$ cat config.mk
export PLATFORM = sky130hd
export DESIGN_NAME = instr_fetch
export DESIGN_NICKNAME = d
export VERILOG_FILES = /design/src/rtl/instr_fetch_pkg.sv /design/src/rtl/ir_decode.sv /design/src/rtl/instr_fetch.sv
export SDC_FILE = /design/constraint.sdc
export NUM_CORES = 1
export LEC_CHECK = 0
export CORE_ASPECT_RATIO = 1.75
export CORE_UTILIZATION = 30
export CTS_BUF_LIST = sky130_fd_sc_hd__clkbuf_4
export CTS_CLUSTER_SIZE = 28
export DETAILED_ROUTE_END_ITERATION = 8
export PLACE_DENSITY = 0.68
export SKIP_CTS_REPAIR_TIMING = 1
export SLEW_MARGIN = 15
export SYNTH_ARGS = -nofsm -noshare
export SYNTH_HDL_FRONTEND = slang
export SYNTH_SLANG_ARGS = --single-unit
$ cat constraint.sdc
create_clock -name clk -period 6.6 [get_ports clk]
set_clock_uncertainty 0.2 [all_clocks]
set_input_delay 1.65 -clock clk [delete_from_list [all_inputs] [get_ports clk]]
set_output_delay 1.65 -clock clk [all_outputs]
set_load 0.01 [all_outputs]
$ cat src/rtl/instr_fetch_pkg.sv
`default_nettype none
// ============================================================================
// Module      : instr_fetch_pkg
// Description : Shared definitions for the multicycle CPU front end.
//               Holds the fetch FSM state encoding (2-bit), the
//               instruction-field bit positions, the decoded-field bundle
//               and the opcode constants the control FSM dispatches on.
// Revision    : 1.0 - initial release
// ============================================================================
package instr_fetch_pkg;

  // Fetch FSM states, explicitly 2-bit encoded.
  typedef enum logic [1:0] {
    ST_IDLE = 2'd0,
    ST_REQ  = 2'd1,
    ST_DONE = 2'd2
  } fetch_state_e;

  // Instruction field bit positions (MIPS-style 32-bit word).
  localparam int unsigned C_OPCODE_MSB = 31;
  localparam int unsigned C_OPCODE_LSB = 26;
  localparam int unsigned C_RS_MSB     = 25;
  localparam int unsigned C_RS_LSB     = 21;
  localparam int unsigned C_RT_MSB     = 20;
  localparam int unsigned C_RT_LSB     = 16;
  localparam int unsigned C_RD_MSB     = 15;
  localparam int unsigned C_RD_LSB     = 11;
  localparam int unsigned C_SHAMT_MSB  = 10;
  localparam int unsigned C_SHAMT_LSB  = 6;
  localparam int unsigned C_FUNCT_MSB  = 5;
  localparam int unsigned C_FUNCT_LSB  = 0;
  localparam int unsigned C_IMM_MSB    = 15;
  localparam int unsigned C_IMM_LSB    = 0;
  localparam int unsigned C_JT_MSB     = 25;
  localparam int unsigned C_JT_LSB     = 0;

  // Opcodes the control FSM dispatches on.
  localparam logic [5:0] C_OP_RTYPE = 6'h00;
  localparam logic [5:0] C_OP_J     = 6'h02;
  localparam logic [5:0] C_OP_JAL   = 6'h03;
  localparam logic [5:0] C_OP_BEQ   = 6'h04;
  localparam logic [5:0] C_OP_BNE   = 6'h05;
  localparam logic [5:0] C_OP_ADDI  = 6'h08;
  localparam logic [5:0] C_OP_LW    = 6'h23;
  localparam logic [5:0] C_OP_SW    = 6'h2B;

  // Coarse instruction classes for the control unit.
  typedef enum logic [2:0] {
    CLS_ALU    = 3'd0,
    CLS_IMM    = 3'd1,
    CLS_MEM    = 3'd2,
    CLS_BRANCH = 3'd3,
    CLS_JUMP   = 3'd4,
    CLS_ILLEGAL = 3'd5
  } instr_class_e;

  // Clears the byte-offset bits so every PC is word aligned.
  function automatic logic [31:0] align_word(input logic [31:0] addr);
    return addr & ~32'd3;
  endfunction

  // Maps an opcode onto its instruction class.
  function automatic instr_class_e opcode_class(input logic [5:0] op);
    instr_class_e cls;
    cls = CLS_ILLEGAL;
    case (op)
      C_OP_RTYPE:          cls = CLS_ALU;
      C_OP_ADDI:           cls = CLS_IMM;
      C_OP_LW, C_OP_SW:    cls = CLS_MEM;
      C_OP_BEQ, C_OP_BNE:  cls = CLS_BRANCH;
      C_OP_J, C_OP_JAL:    cls = CLS_JUMP;
      default:             cls = CLS_ILLEGAL;
    endcase
    return cls;
  endfunction

endpackage : instr_fetch_pkg
`default_nettype wire

$ cat src/rtl/ir_decode.sv
`default_nettype none
// ============================================================================
// Module      : ir_decode
// Description : Purely combinational field extraction from an instruction
//               word. Shared by the fetch stage and the control unit.
// Ports       : ir      in  32 - instruction word
//               opcode  out 6  - ir[31:26]
//               rs      out 5  - ir[25:21]
//               rt      out 5  - ir[20:16]
//               rd      out 5  - ir[15:11]
//               shamt   out 5  - ir[10:6]
//               funct   out 6  - ir[5:0]
//               imm     out 16 - ir[15:0]
//               jtarget out 26 - ir[25:0]
// Revision    : 1.0 - initial release
// ============================================================================
module ir_decode
  import instr_fetch_pkg::*;
(
  input  logic [31:0] ir,
  output logic [5:0]  opcode,
  output logic [4:0]  rs,
  output logic [4:0]  rt,
  output logic [4:0]  rd,
  output logic [4:0]  shamt,
  output logic [5:0]  funct,
  output logic [15:0] imm,
  output logic [25:0] jtarget
);

  assign opcode  = ir[C_OPCODE_MSB:C_OPCODE_LSB];
  assign rs      = ir[C_RS_MSB:C_RS_LSB];
  assign rt      = ir[C_RT_MSB:C_RT_LSB];
  assign rd      = ir[C_RD_MSB:C_RD_LSB];
  assign shamt   = ir[C_SHAMT_MSB:C_SHAMT_LSB];
  assign funct   = ir[C_FUNCT_MSB:C_FUNCT_LSB];
  assign imm     = ir[C_IMM_MSB:C_IMM_LSB];
  assign jtarget = ir[C_JT_MSB:C_JT_LSB];

endmodule : ir_decode
`default_nettype wire

$ cat src/rtl/instr_fetch.sv
`default_nettype none
// ============================================================================
// Module      : instr_fetch
// Description : Instruction-fetch stage of the multicycle CPU. Holds PC and
//               IR, runs a request/ready handshake with instruction memory
//               and exposes the decoded instruction fields.
// Ports       : clk, rst (async, active high)
//               FetchStart, Flush, PCWrite, PCNext[31:0]   - control inputs
//               MemAddr[31:0], MemRead                      - memory request
//               MemRdata[31:0], MemReady                    - memory response
//               Busy, IRValid                               - status (Moore)
//               Instr, PC, PCPlus4                          - IR / PC view
//               Opcode, Rs, Rt, Rd, Shamt, Funct, Imm, JTarget - IR fields
// Parameters  : DIGIT    - immediate width; words are 2*DIGIT (16 only)
//               RESET_PC - PC loaded on reset (low two bits forced to 0)
// Revision    : 1.0 - initial release
// ============================================================================
module instr_fetch
  import instr_fetch_pkg::*;
#(
  parameter int          DIGIT    = 16,
  parameter logic [31:0] RESET_PC = 32'h0000_0000
) (
  input  logic                 clk,
  input  logic                 rst,
  input  logic                 FetchStart,
  input  logic                 Flush,
  input  logic                 PCWrite,
  input  logic [2*DIGIT-1:0]   PCNext,
  output logic [2*DIGIT-1:0]   MemAddr,
  output logic                 MemRead,
  input  logic [2*DIGIT-1:0]   MemRdata,
  input  logic                 MemReady,
  output logic                 Busy,
  output logic                 IRValid,
  output logic [2*DIGIT-1:0]   Instr,
  output logic [2*DIGIT-1:0]   PC,
  output logic [2*DIGIT-1:0]   PCPlus4,
  output logic [5:0]           Opcode,
  output logic [4:0]           Rs,
  output logic [4:0]           Rt,
  output logic [4:0]           Rd,
  output logic [4:0]           Shamt,
  output logic [5:0]           Funct,
  output logic [DIGIT-1:0]     Imm,
  output logic [25:0]          JTarget
);

  localparam logic [31:0] C_RESET_PC_ALIGNED = align_word(RESET_PC);

  fetch_state_e r_state;
  fetch_state_e w_state_next;

  logic [31:0] r_pc;
  logic [31:0] r_ir;

  logic        w_capture;   // REQ, no flush, memory ready: load IR and step PC
  logic        w_pc_load;   // PCWrite accepted (only outside REQ)
  logic        w_mem_read;
  logic        w_ir_valid;

  // --------------------------------------------------------------------------
  // FSM state register
  // --------------------------------------------------------------------------
  always_ff @(posedge clk or posedge rst) begin
    if (rst) begin
      r_state <= ST_IDLE;
    end else begin
      r_state <= w_state_next;
    end
  end

  // --------------------------------------------------------------------------
  // Next-state and Moore output decode
  // --------------------------------------------------------------------------
  always_comb begin
    w_state_next = r_state;
    w_capture    = 1'b0;
    w_pc_load    = 1'b0;
    w_mem_read   = 1'b0;
    w_ir_valid   = 1'b0;
    unique case (r_state)
      ST_IDLE: begin
        w_pc_load = PCWrite;
        if (FetchStart) begin
          w_state_next = ST_REQ;
        end
      end
      ST_REQ: begin
        // PC is frozen for the whole request; Flush beats MemReady so a
        // word arriving on the abort edge is dropped.
        w_mem_read = 1'b1;
        if (Flush) begin
          w_state_next = ST_IDLE;
        end else if (MemReady) begin
          w_capture    = 1'b1;
          w_state_next = ST_DONE;
        end
      end
      ST_DONE: begin
        // A PCWrite here replaces the PC+4 taken on entry to DONE.
        w_ir_valid   = 1'b1;
        w_pc_load    = PCWrite;
        w_state_next = FetchStart ? ST_REQ : ST_IDLE;
      end
      default: begin
        w_state_next = ST_IDLE;
      end
    endcase
  end

  // --------------------------------------------------------------------------
  // PC and IR registers
  // --------------------------------------------------------------------------
  always_ff @(posedge clk or posedge rst) begin
    if (rst) begin
      r_pc <= C_RESET_PC_ALIGNED;
    end else if (w_capture) begin
      r_pc <= r_pc + 32'd4;
    end else if (w_pc_load) begin
      r_pc <= align_word(PCNext);
    end
  end

  always_ff @(posedge clk or posedge rst) begin
    if (rst) begin
      r_ir <= 32'd0;
    end else if (w_capture) begin
      r_ir <= MemRdata;
    end
  end

  // --------------------------------------------------------------------------
  // Field decode
  // --------------------------------------------------------------------------
  ir_decode u_ir_decode (
    .ir      (r_ir),
    .opcode  (Opcode),
    .rs      (Rs),
    .rt      (Rt),
    .rd      (Rd),
    .shamt   (Shamt),
    .funct   (Funct),
    .imm     (Imm),
    .jtarget (JTarget)
  );

  // --------------------------------------------------------------------------
  // Outputs
  // --------------------------------------------------------------------------
  assign MemRead = w_mem_read;
  assign Busy    = w_mem_read;
  assign IRValid = w_ir_valid;
  assign MemAddr = align_word(r_pc);
  assign Instr   = r_ir;
  assign PC      = r_pc;
  assign PCPlus4 = r_pc + 32'd4;

endmodule : instr_fetch
`default_nettype wire

### Word-level counts from Yosys, hierarchy flattened

Index checks and enable logic that the tools add are counted.

| word-level totals | value |
|---|---|
| bits in registers | 66 |
| bits in latches | 0 |
| RAM bits | 0 |
| ROM bits | 0 |
| input port bits | 70 |
| output and inout port bits | 205 |
| memories | 0 |

| operators by class | value |
|---|---|
| $add $sub $neg | 1 |
| $mul | 0 |
| div/mod/pow operators | 0 |
| $lt $le $gt $ge | 0 |
| equality and inequality tests | 4 |
| shift operators | 0 |
| muxes and demuxes | 13 |
| bitwise gates (word level) | 0 |
| reductions and logical operators | 4 |

Operators with widths:

| operator | count |
|---|---|
| 2-to-1 mux 32 bit | 2 |
| adder 32 x 3 -> 32 bit (second input constant) | 1 |
| 2-to-1 mux 1 bit | 7 |
| 2-to-1 mux 2 bit | 3 |
| one-hot mux 2 bit (3 select lines) | 1 |
| != test 3 bit (second input constant) | 1 |
| == test 2 x 1 -> 1 bit (second input constant) | 1 |
| == test 2 bit (second input constant) | 1 |
| zero test 2 bit | 1 |
| != test 2 bit (second input constant) | 1 |
| AND reduction 2 bit | 1 |
| nonzero test 2 bit | 1 |
| OR reduction 2 bit | 1 |

### Logic depth before layout (Yosys ltp)

| logic depth | value |
|---|---|
| depth after elaboration | 5 |
| mapped depth | 7 |
| depth with buffers taken out | 5 |

### Modules after synthesis

A second synthesis with hierarchy kept.

| unflattened totals | value |
|---|---|
| cell total of the unflattened synthesis | 523 |
| area, all modules | 4322.9 um^2 |

By module, submodules not included:

| module | times used | cells each | area each (um^2) | sequential area each (um^2) |
|---|---|---|---|---|
| instr_fetch | 1 | 449 | 3767.4 | 1601.5 |
| ir_decode | 1 | 74 | 555.5 | 0.0 |

### Least setup slack after synthesis

Ideal clock, no wire load.

| timing path | value |
|---|---|
| kind | reg-to-output |
| start point | register r_pc[3], in the netlist PC[3] |
| end point | output PCPlus4[30] |
| data arrival time | 1692 ps |
| data required time | 4750 ps |
| slack | 3058 ps |
| stages on the path, launching flop included | 7 |
| cells stage by stage | dfrtp_1 > ha_1 > and3_1 > and3_1 > buf_2 > nand3_1 > xnor2_1 |

| on the way | value |
|---|---|
| word-level cells in the longest chain between the ends | 1 |

RTL lines:

| element | line | text |
|---|---|---|
| from (decl) | instr_fetch.sv:54 | `logic [31:0] r_pc;` |
| from (signal assigned) | instr_fetch.sv:119 | `r_pc <= r_pc + 32'd4;` |
| from (signal assigned) | instr_fetch.sv:121 | `r_pc <= align_word(PCNext);` |
| adder 32 x 3 -> 32 bit | instr_fetch.sv:157 | `assign PCPlus4 = r_pc + 32'd4;` |
| to (decl) | instr_fetch.sv:38 | `output logic [2*DIGIT-1:0] PCPlus4,` |

No other way between the ends.

### Worst setup path in the final report

| timing path | value |
|---|---|
| start point | register r_pc[3], in the netlist PC[3] |
| end point | output PCPlus4[24] |

The elaborated chain is that of the path after synthesis.

==> Flow_metrics.wiki <==
{| class="wikitable"
! Metric !! Value
|-
| Outcome || finished, final reports clean
|-
| Startpoint of the worst hold path || Instr[29]
|-
| Number of hold violations in the final report || 0
|-
| Share of the clock period used by the worst path || between 70% and 80%
|-
| Die Span Y || roughly 160 um
|-
| Initial antenna violation count || 1
|-
| Met2 wirelength from detailed routing || 8.00 mm
|-
| Count of placed standard cells in the final layout, fillers left out || 860
|-
| Bufs and invs on worst path || 1
|-
| Critical path arrival || 3030 ps
|-
| Leading cell types by count after synthesis || nand2_1, buf_4, dfrtp_1, nand3_1, nor2_1
|-
| Element type at the critical path end || output pin
|-
| Vias per Instance || roughly 4.9
|-
| Number of levels in the clock H-tree || 3
|-
| Uppermost layer routed || met4
|-
| Reg clk slew, reported paths || 100 ps
|-
| Origin of the critical flop-to-flop path || r_state[0]
|-
| Slew headroom || ~33%
|-
| Final Max Tran Viols || 0
|-
| Required time reported for the critical path endpoint || 4750 ps
|-
| Standard-cell rows || 58
|-
| Gate count after technology mapping || 533
|-
| Hold path endpoint || Instr[29]
|-
| Placed Instances || around 850
|-
| Chip width || between 90 and 100 um
|-
| Crit path from || PC[3]
|-
| Sort of element at the start of the critical path || register
|-
| CTS Root Buffer Type || clkbuf_4
|-
| Maximum vdd drop || 0.0000890 V
|-
| Area growth from synthesis to final layout || 47.2%
|-
| Vias post-DR || 4185
|-
| Netlist cell types || slightly above 50
|-
| Global-route wire length before repair || 21.7 mm
|-
| Pleak || 2.69 nW
|-
| Leading cell types by total area after synthesis || dfrtp_1, buf_4, nand2_1
|-
| Number of storage elements in the synthesis netlist || 64
|-
| Met3 routed WL || 747 um
|-
| Worst Max-Slew Pin Slew || just over 1000 ps
|-
| Category of the most critical setup path || register to output pin
|-
| Starting utilization of the core area || 30.8%
|-
| Final estimated routing congestion in global placement || 0.776
|-
| Path type of the worst min-delay path || register to register
|-
| Number of port buffers || 266
|-
| Share of synthesized area occupied by flip-flops and latches || between 30 and 40%
|-
| Worst-Skew Late Latency || between 400 and 500 ps
|-
| Top-level I/O count || ~280
|-
| Post-layout util || 45.3%
|-
| Critical path's top delay family || simple AND/OR/NAND/NOR gates
|-
| Detailed Routing Iterations Pass 1 || 4
|-
| Crit path time final || 4880 ps
|-
| Worst-path cell chain || ha_1 > and3_1 > and3_1 > and3_1 > xor2_1 > clkdlybuf4s50_1
|-
| P per Cell Area || about 280 nW/um^2
|-
| Number of nets in the layout || 747
|-
| Number of global-route vias before repair || 3937
|-
| Yosys top cell area share || between 30 and 40%
|-
| Synthesized area per cell || between 8 and 9 um^2
|-
| All-layer global routing usage || 18.7%
|-
| Placeable core area || roughly 14000 um^2
|-
| Max Fanout on Critical Path || 14
|-
| Clock Sink Count || between 60 and 70
|-
| Count of maximum capacitance violations || 0
|-
| Clock tree buffer depth || 2
|-
| DRC marker count from the first detailed-route iteration || ~140
|-
| Hold path depth || 2
|-
| Avg WL per Cell || between 15 and 20 um
|-
| Dominant register cell in the synthesized netlist || dfrtp_1
|-
| CTS Buf Count || 9
|-
| Setup repair after global routing missed its margin || false
|-
| Setup TNS || 0 ps
|-
| Number of remaining DRC errors || 0
|-
| Capture point of the worst reg-to-reg path || PC[31]
|-
| Cell type with the largest total area after synthesis || dfrtp_1
|-
| Setup violations, final || 0
|-
| Share of final-layout standard cells stronger than drive strength 1 || 3.98%
|-
| Number of nets still failing antenna checks after routing || 0
|-
| Netlist Area Pre-Place || roughly 4400 um^2
|-
| R2r worst-path depth || 6
|-
| Fmax || between 0.2 and 0.25 GHz
|-
| Global route total overflow || 0
|-
| R2r setup slk || 3820 ps
|-
| Slowest CP cell || clkdlybuf4s50_1
|-
| Yosys warns || 0
|-
| Cell mode on critical path || and3_1
|-
| Full die area || around 15000 um^2
|-
| Final wirelength || approximately 15 mm
|-
| CTS tree || built
|-
| Number of enable flip-flop cells after synthesis || 0
|-
| Largest net degree at the start of global routing || 65
|-
| Filler cells || 1398
|-
| Cell with the most instances after synthesis || nand2_1
|-
| Ys async rst share || 100%
|-
| Biggest cell delay along the critical path || 560 ps
|-
| Post-DP HPWL || 10.9 mm
|-
| Routed length on met1 || 5.51 mm
|-
| Total chip power || approximately 1.8 mW
|}
-- stage by stage --
step	hold WS, ps	worst slack, ps	area (um^2)
global route	364	1500	6510
detailed placement	299	2150	6390
CTS	326	1670	6500
finish	319	1720	6510
floorplan	333	3060	4440
global placement	294	2210	6390
-- logic make-up after synthesis --
group           share of synthesized area [%]
flops                                    36.2
other cells                            0.0848
buf+inv                                  22.8
mux                                     0.255
fa+ha+maj                               0.283
compound gates                           10.3
xor+xnor                                 5.55
simple gates                             24.5
-- worst reg2reg max path, stage by stage, from the launching register on --
cell,delay (ps)
dfrtp_1,560
nand4bb_4,510
inv_2,490
buf_4,530
nand2_1,120
a41o_1,220
o211ai_1,80
-- routing by layer --
layer / global-route usage, % / up-vias
li1: - / 1977
met1: 20.5 / 2002
met2: 34.6 / 182
met3: 3.27 / 24
met4: 7.55 / 0
met5: 0 / -
-- worst max path at each step --
stage | end | cells after the start
after floorplan | PCPlus4[30] | 6
after global placement | PCPlus4[26] | 6
after detailed placement | PC[31] | 7
after CTS | PCPlus4[24] | 6
after global routing | PCPlus4[24] | 6
final | PCPlus4[24] | 6
-- registers in the layout, summed over array words and instances, names as in the netlist --
signal / count
r_state: 2
PC: 30
Instr: 32
-- where the power goes --
part / internal, mW / leakage [nW] / total [mW] / switching (mW)
Clock: 0.108 / 0.0627 / 0.255 / 0.146
Combinational: 0.572 / 1.85 / 0.948 / 0.377
Sequential: 0.476 / 0.779 / 0.627 / 0.151
-- layout make-up --
cell class	count	area (um^2)	area share (%)
clock buffers	9	67.6	1.04
repair buffers	270	2690	41.4
clock inverters	5	50.0	0.769
flip-flops and latches	64	1600	24.6
well taps	180	225	3.46
inverters	5	18.8	0.288
multi-input cells	326	1850	28.4
diodes	1	2.50	0.0385
-- layout by cell type (no fill, tap or decap), types with 2 or more instances in the layout --
| master | count |
|---|---|
| clkdlybuf4s50_1 | 266 |
| nand2_1 | 123 |
| dfrtp_1 | 64 |
| nand3_1 | 22 |
| nor2_1 | 19 |
| xnor2_1 | 14 |
| xor2_1 | 14 |
| nand4_1 | 13 |
| and3_1 | 11 |
| a22oi_1 | 10 |
| clkbuf_4 | 9 |
| nor3_1 | 8 |
| o211ai_1 | 8 |
| o21ai_0 | 8 |
| and4_1 | 7 |
| o22ai_1 | 6 |
| a21oi_1 | 6 |
| conb_1 | 6 |
| nand2b_1 | 5 |
| o21a_1 | 4 |
| or4_1 | 4 |
| and2_1 | 4 |
| buf_4 | 4 |
| inv_1 | 3 |
| nor4_1 | 3 |
| o311ai_0 | 3 |
| o22a_1 | 2 |
| inv_2 | 2 |
| o311ai_1 | 2 |
| a31o_2 | 2 |
| nor2b_1 | 2 |
| a221o_1 | 2 |
| clkinv_1 | 2 |
(Power assumes the default switching activity.)
